--- src/rtl/calc_pkg.sv ---
// calc_pkg: command codes shared with calc_top, keypad FSM states, key map.
// Latency: n/a (declarations and a pure combinational helper only).
// Backpressure: n/a.
package calc_pkg;

   localparam logic [3:0] CMD_ADD  = 4'b1010;
   localparam logic [3:0] CMD_SUB  = 4'b1011;
   localparam logic [3:0] CMD_MUL  = 4'b1100;
   localparam logic [3:0] CMD_CLR  = 4'b1101;
   localparam logic [3:0] CMD_EQ   = 4'b1110;
   localparam logic [3:0] CMD_IDLE = 4'b1111;

   // Prefixed so the DEBOUNCE state cannot collide with the DEBOUNCE
   // parameter of calc_keypad once this package is wildcard-imported.
   typedef enum logic [1:0] {
      S_SCAN,
      S_DEBOUNCE,
      S_PRESSED
   } kp_state_t;

   // Physical key position -> command code. The unused key (r3, c3)
   // maps to CMD_IDLE, which callers treat as "no key".
   function automatic logic [3:0] key_code(input logic [1:0] row, input logic [1:0] col);
      logic [3:0] code;
      if (row == 2'd3) begin
         case (col)
            2'd0:    code = CMD_CLR;
            2'd1:    code = 4'd0;
            2'd2:    code = CMD_EQ;
            default: code = CMD_IDLE;
         endcase
      end else if (col == 2'd3) begin
         code = CMD_ADD + {2'b00, row};
      end else begin
         code = {2'b00, row} * 4'd3 + {2'b00, col} + 4'd1;
      end
      return code;
   endfunction

endpackage

--- src/rtl/calc_key_encode.sv ---
// calc_key_encode: rows + column index -> command code, lowest row wins.
// Latency: combinational.
// Backpressure: none.
// Ports: rows (row sense), col (driven column index), code (mapped command,
//        CMD_IDLE when nothing usable), hit (a usable key is closed).
module calc_key_encode
   import calc_pkg::*;
(
   input  logic [3:0] rows,
   input  logic [1:0] col,
   output logic [3:0] code,
   output logic       hit
);

   always_comb begin
      code = CMD_IDLE;
      if      (rows[0]) code = key_code(2'd0, col);
      else if (rows[1]) code = key_code(2'd1, col);
      else if (rows[2]) code = key_code(2'd2, col);
      else if (rows[3]) code = key_code(2'd3, col);
      // Only the unused key maps to CMD_IDLE, so this blanks it as well.
      hit = (code != CMD_IDLE);
   end

endmodule

--- src/rtl/calc_keypad.sv ---
// calc_keypad: 4x4 matrix scanner + debouncer producing calc_top commands.
// Latency: cmd/cmd_valid 1+(DEBOUNCE-1)*SCAN_DIV cycles after first sample.
// Backpressure: none; cmd holds for the press, cmd_valid pulses once.
// Ports: clock, reset (sync, active-high), rows (row sense), cols (one-hot
//        column drive), cmd (code, 1111 idle), cmd_valid (new-code strobe),
//        key_held (debounced key down).
module calc_keypad
   import calc_pkg::*;
#(
   parameter int SCAN_DIV = 4,
   parameter int DEBOUNCE = 3
) (
   input  logic       clock,
   input  logic       reset,
   input  logic [3:0] rows,
   output logic [3:0] cols,
   output logic [3:0] cmd,
   output logic       cmd_valid,
   output logic       key_held
);

   localparam int DW = $clog2(SCAN_DIV);
   localparam int CW = $clog2(DEBOUNCE + 1);
   localparam logic [DW-1:0] DIV_LAST = DW'(SCAN_DIV - 1);
   // A count equal to this means the current sample is the last one needed.
   localparam logic [CW-1:0] CNT_LAST = CW'(DEBOUNCE - 1);

   kp_state_t     state_q, state_nx;
   logic [DW-1:0] div_q;
   logic [1:0]    col_q, col_nx;
   logic [CW-1:0] cnt_q, cnt_nx;
   logic [CW-1:0] rel_q, rel_nx;
   logic [3:0]    code_q, code_nx;
   logic [3:0]    cmd_nx;
   logic          vld_nx, held_nx;
   logic          sample;
   logic [3:0]    enc_code;
   logic          enc_hit;

   function automatic logic [CW-1:0] sat_inc(input logic [CW-1:0] v);
      return (v == CW'(DEBOUNCE)) ? v : v + 1'b1;
   endfunction

   assign sample = (div_q == DIV_LAST);

   calc_key_encode u_encode (
      .rows (rows),
      .col  (col_q),
      .code (enc_code),
      .hit  (enc_hit)
   );

   always_ff @(posedge clock) begin
      if (reset) begin
         state_q   <= S_SCAN;
         div_q     <= '0;
         col_q     <= 2'd0;
         cols      <= 4'b0001;
         cnt_q     <= '0;
         rel_q     <= '0;
         code_q    <= CMD_IDLE;
         cmd       <= CMD_IDLE;
         cmd_valid <= 1'b0;
         key_held  <= 1'b0;
      end else begin
         state_q   <= state_nx;
         div_q     <= sample ? '0 : div_q + 1'b1;
         col_q     <= col_nx;
         cols      <= 4'b0001 << col_nx;
         cnt_q     <= cnt_nx;
         rel_q     <= rel_nx;
         code_q    <= code_nx;
         cmd       <= cmd_nx;
         cmd_valid <= vld_nx;
         key_held  <= held_nx;
      end
   end

   // Everything only moves on a sample cycle; in between the column and
   // all counters hold. The column advances exactly when we (re)enter or
   // stay in SCAN, and is frozen otherwise.
   always_comb begin
      state_nx = state_q;
      col_nx   = col_q;
      cnt_nx   = cnt_q;
      rel_nx   = rel_q;
      code_nx  = code_q;
      cmd_nx   = cmd;
      vld_nx   = 1'b0;
      held_nx  = key_held;
      if (sample) begin
         unique case (state_q)
            S_SCAN: begin
               if (enc_hit) begin
                  code_nx = enc_code;
                  if (DEBOUNCE == 1) begin
                     state_nx = S_PRESSED;
                     cmd_nx   = enc_code;
                     vld_nx   = 1'b1;
                     held_nx  = 1'b1;
                     cnt_nx   = '0;
                  end else begin
                     state_nx = S_DEBOUNCE;
                     cnt_nx   = CW'(1);
                  end
               end else begin
                  col_nx = col_q + 2'd1;
               end
            end
            S_DEBOUNCE: begin
               // Column is frozen, so an identical code means the same row.
               if (enc_hit && enc_code == code_q) begin
                  if (cnt_q == CNT_LAST) begin
                     state_nx = S_PRESSED;
                     cmd_nx   = code_q;
                     vld_nx   = 1'b1;
                     held_nx  = 1'b1;
                     cnt_nx   = '0;
                  end else begin
                     cnt_nx = sat_inc(cnt_q);
                  end
               end else begin
                  state_nx = S_SCAN;
                  cnt_nx   = '0;
                  col_nx   = col_q + 2'd1;
               end
            end
            S_PRESSED: begin
               if (rows == 4'b0000) begin
                  if (rel_q == CNT_LAST) begin
                     state_nx = S_SCAN;
                     cmd_nx   = CMD_IDLE;
                     held_nx  = 1'b0;
                     rel_nx   = '0;
                     col_nx   = col_q + 2'd1;
                  end else begin
                     rel_nx = sat_inc(rel_q);
                  end
               end else begin
                  rel_nx = '0;
               end
            end
            default: state_nx = S_SCAN;
         endcase
      end
   end

endmodule

--- config.mk ---
export PLATFORM = sky130hd
export DESIGN_NAME = calc_keypad
export DESIGN_NICKNAME = d
export VERILOG_FILES = /design/src/rtl/calc_pkg.sv /design/src/rtl/calc_key_encode.sv /design/src/rtl/calc_keypad.sv
export SDC_FILE = /design/constraint.sdc
export NUM_CORES = 1
export LEC_CHECK = 0
export BUFFER_PORTS_ARGS = -buffer_cell sky130_fd_sc_hd__buf_2
export CAP_MARGIN = 20
export CELL_PAD_IN_SITES_DETAIL_PLACEMENT = 1
export CELL_PAD_IN_SITES_GLOBAL_PLACEMENT = 2
export CORE_MARGIN = 1
export CORE_UTILIZATION = 34
export CTS_CLUSTER_DIAMETER = 60
export CTS_CLUSTER_SIZE = 25
export DETAILED_ROUTE_END_ITERATION = 8
export GPL_ROUTABILITY_DRIVEN = 0
export PLACE_DENSITY_LB_ADDON = 0.2
export SLEW_MARGIN = 30
export SYNTH_ARGS = -nofsm -noshare
export SYNTH_HDL_FRONTEND = slang
export SYNTH_SLANG_ARGS = --single-unit
--- constraint.sdc ---
create_clock -name clock -period 3.1 [get_ports clock]
set_input_delay 0.465 -clock clock [delete_from_list [all_inputs] [get_ports clock]]
set_output_delay 0.465 -clock clock [all_outputs]
set_load 0.05 [all_outputs]
==> summary.txt <==
GRT
  – Initial antenna violation count: 0
  – Largest net degree at the start of global routing: 22
  – Total gr overflow: 0
  – GRT Overall Usage: 0.177
  – Vias in the first global route: 1,253
  – First-pass GRT wire length: ~6000 um

Finish
  – Area of the multi-input gates: 905 um^2
  – ANT cells: 0
  – FILL cells: 487
  – Synth-to-layout area growth: 14.7%
  – Post-Layout Cell Count: 234
  – Post-route design area: between 1500 and 2000 um^2
  – Most frequent cells in the layout: dfxtp_1 (23), nand2_1 (18), nor2_1 (15), buf_2 (15), a21oi_1 (14)
  – Nets@finish: between 150 and 200
  – Layout cells sized above 1: 0.217
  – Storage cell area: 482 um^2
  – Most common cell after layout, fill and taps aside: dfxtp_1

Power
  – Seq pwr share: 0.462
  – Final Power: roughly 0.72 mW
  – Switch Pwr: between 0.15 and 0.2 mW
  – Power Internal: ~0.53 mW
  – Leakage: 0.621 nW
  – Combinational Power Share: 0.145
  – Share of total power in the clock network: 0.393
  – Pwr dens: 436 nW/um^2
  – Switching Fraction: 0.259
  – Peak VDD IR: approximately 0.16 mV

Critical path
  – Type of the worst setup path: flip-flop to flip-flop
  – Setup crit end: cols[0]
  – WP data required: approximately 3300 ps
  – CP Max Fanout: 7
  – Worst setup startpoint: col_q[1]
  – Worst R2R Start: col_q[1]
  – Cell family with most CP delay: simple AND/OR/NAND/NOR gates
  – Critical path depth: 10
  – Reg2reg setup slack: 240 ps
  – Worst r2r path cells: 10
  – CP startpoint kind: flip-flop
  – FF-to-FF End: cols[0]
  – Crit path DAT: around 3000 ps
  – Critical-path top delay cell: dfxtp_1
  – Buf+Inv Stages, Crit Path: 1
  – Setup crit end kind: flip-flop
  – Worst stage delay on the critical path: ~460 ps
  – Critical-path cell list: inv_1, ha_1, and4bb_2, a21oi_1, o22ai_2, xor2_1, nand2_1, or4_1, and3_4, a21o_1

Floorplanning
  – CORE AREA: 4030 um^2
  – Site Rows: 23
  – Starting density of the core: 0.356
  – Die Span Y: 66.9 um
  – Die footprint: 4480 um^2
  – DIE WIDTH: around 67 um
  – I/O pins: 16

Synth
  – Post-synth ARST share: 0
  – Compound-Gate Fraction of Synth Area: 0.228
  – Post-synth EDFFs: 0
  – Yosys cell types: 52
  – Multiplexer share of the synthesized area: 0.0218
  – Main synth FF type: dfxtp_1
  – Ys Warns: 0
  – Synthesized Nets: 182
  – Avg Cell Area, Syn: approximately 8.4 um^2
  – Synth Area in Simple Gates: 0.302
  – Largest family of logic cells by synthesized area: simple AND/OR/NAND/NOR gates
  – Sequential fraction of the synthesis area: 0.335
  – Post-Syn Area: between 1000 and 1500 um^2
  – Mapped Cells: 170
  – #FFs+latches synth: 24
  – Adder-cell share of the synthesized area: 0.0524
  – Xor/xnor share of the synthesized area: 0.0183

Drt
  – Vias: around 1.3k
  – DR vias/cell: 5.50
  – DR WL met2: 1710 um
  – Final wirelength: 3560 um
  – DRT iter0 DRCs: 37
  – M1 WL: between 1500 and 2000 um
  – Post-DRT Antenna Nets: 0
  – DRC viols: 0
  – Top sig layer: met4
  – Iteration count of the initial detailed-routing pass: 4
  – Routed len/inst: 15.2 um
  – Metal3 WL: about 77 um

Clock tree
  – Post-CTS Setup Bufs: 0
  – Worst skew pair latency: roughly 270 ps
  – CTS Buffer Depth: 2
  – Clk root buf: clkbuf_8
  – Clock-pin transition on the worst setup and hold timing paths: roughly 90 ps
  – H-Tree Level Count: 1
  – TritonCTS clock tree: yes
  – CTS Sinks: 24
  – TritonCTS Buffers: 3

Place
  – Dpl ws: 159 ps
  – Dpl cell area: 1560 um^2
  – Dpl hpwl: 2760 um
  – Number of port buffers: 15
  – Dpl cells: 230

Flow run
  – Max-cap viol count: 0

Timing
  – Fin. max-slew vios: 0
  – Fin worst setup slack: approximately 240 ps
  – Worst Max-Slew Pin Slew: 522 ps
  – Final Skew: 5.87 ps
  – Setup TNS: 0 ps
  – Tcrit/Tclk final: 0.922
  – Max Freq: 0.350 GHz
  – Min Tclk post-route: 2860 ps
  – Relative slew slack: 0.649
  – Setup Viol. Count Final: 0
  – Final Hold Fails: 0
  – RSZ-0062 raised after global routing: false

Status
  – Status: complete, no violations

Hold path
  – Tightest Hold Check Type: flip-flop to flip-flop
## synth_stat cells (3+ instances only)
master,count,area share
nand3_1,4,0.014
a21oi_1,14,0.049
o211ai_1,3,0.016
o21ai_0,9,0.031
nand2_1,18,0.047
ha_1,6,0.052
clkbuf_1,6,0.016
dfxtp_1,24,0.34
inv_1,7,0.018
nor2b_1,4,0.017
nor4b_1,5,0.031
nand2b_1,5,0.022
nor3_1,3,0.010
nor2_1,15,0.039
nor3b_1,3,0.016
## worst reg2reg max path, cell delays in order, from the launching register on
cell and delay (ps):
dfxtp_1 460, inv_1 140, ha_1 370, and4bb_2 230, a21oi_1 50, o22ai_2 260, xor2_1 280, nand2_1 140
or4_1 450, and3_4 220, a21o_1 160
## power groups by stage
stage / clock network, mW / registers (mW) / logic (mW)
6_report: 0.282 / 0.331 / 0.104
5_1_grt: 0.303 / 0.333 / 0.116
4_1_cts: 0.290 / 0.331 / 0.103
3_5_place_dp: 0 / 0.338 / 0.103
3_3_place_gp: 0 / 0.337 / 0.0996
2_1_floorplan: 0 / 0.342 / 0.0713
## area by class of cell
| type | instances | area share |
|---|---|---|
| timing repair buffer | 18 | 0.0594 |
| multi-input combinational | 131 | 0.550 |
| clock inverter | 1 | 0.0183 |
| inverter | 7 | 0.0160 |
| tap | 50 | 0.0381 |
| sequential | 24 | 0.293 |
| clock buffer | 3 | 0.0251 |
## cells by family (layout without fill, tap and decap cells)
logic type / count (synthesis) / after routing
simple gates: 73 / 73
fa+ha+maj: 6 / 6
xor+xnor: 3 / 3
mux: 3 / 3
flops: 24 / 24
compound gates: 46 / 46
buf+inv: 15 / 29
## sequential cells by signal, summed over array words and instances, names as in the netlist
register,flops
state_q,2
key_held,1
rel_q,2
div_q,2
cnt_q,2
cols,4
col_q,2
code_q,4
cmd,4
cmd_valid,1
## what timing repair did
item,4_1_cts,5_1_grt
setup endpoints to repair,0,9
hold buffers,0,0
resized for setup,0,3
## per-layer routing
| metal | vias to the layer above | GRT usage |
|---|---|---|
| met5 | - | 0 |
| met4 | 0 | 0.0505 |
| met3 | 4 | 0.0325 |
| met2 | 16 | 0.299 |
| met1 | 628 | 0.227 |
| li1 | 639 | - |
## worst min-delay path by stage
stage	start	to	slack, ps	depth (start not counted)
CTS	div_q[0]	div_q[0]	440	1
detailed placement	div_q[0]	div_q[0]	420	1
floorplan	div_q[0]	div_q[0]	400	1
finish	div_q[0]	div_q[0]	430	1
global placement	div_q[0]	div_q[0]	410	1
global route	div_q[0]	div_q[0]	440	1
## per-stage QoR
stage           util  hold WS (ps)
2_1_floorplan      -           404
3_3_place_gp   0.387           414
3_5_place_dp   0.387           424
4_1_cts        0.405           438
5_1_grt        0.408           444
6_report       0.408           432
Power figures use the tool's default switching activity.
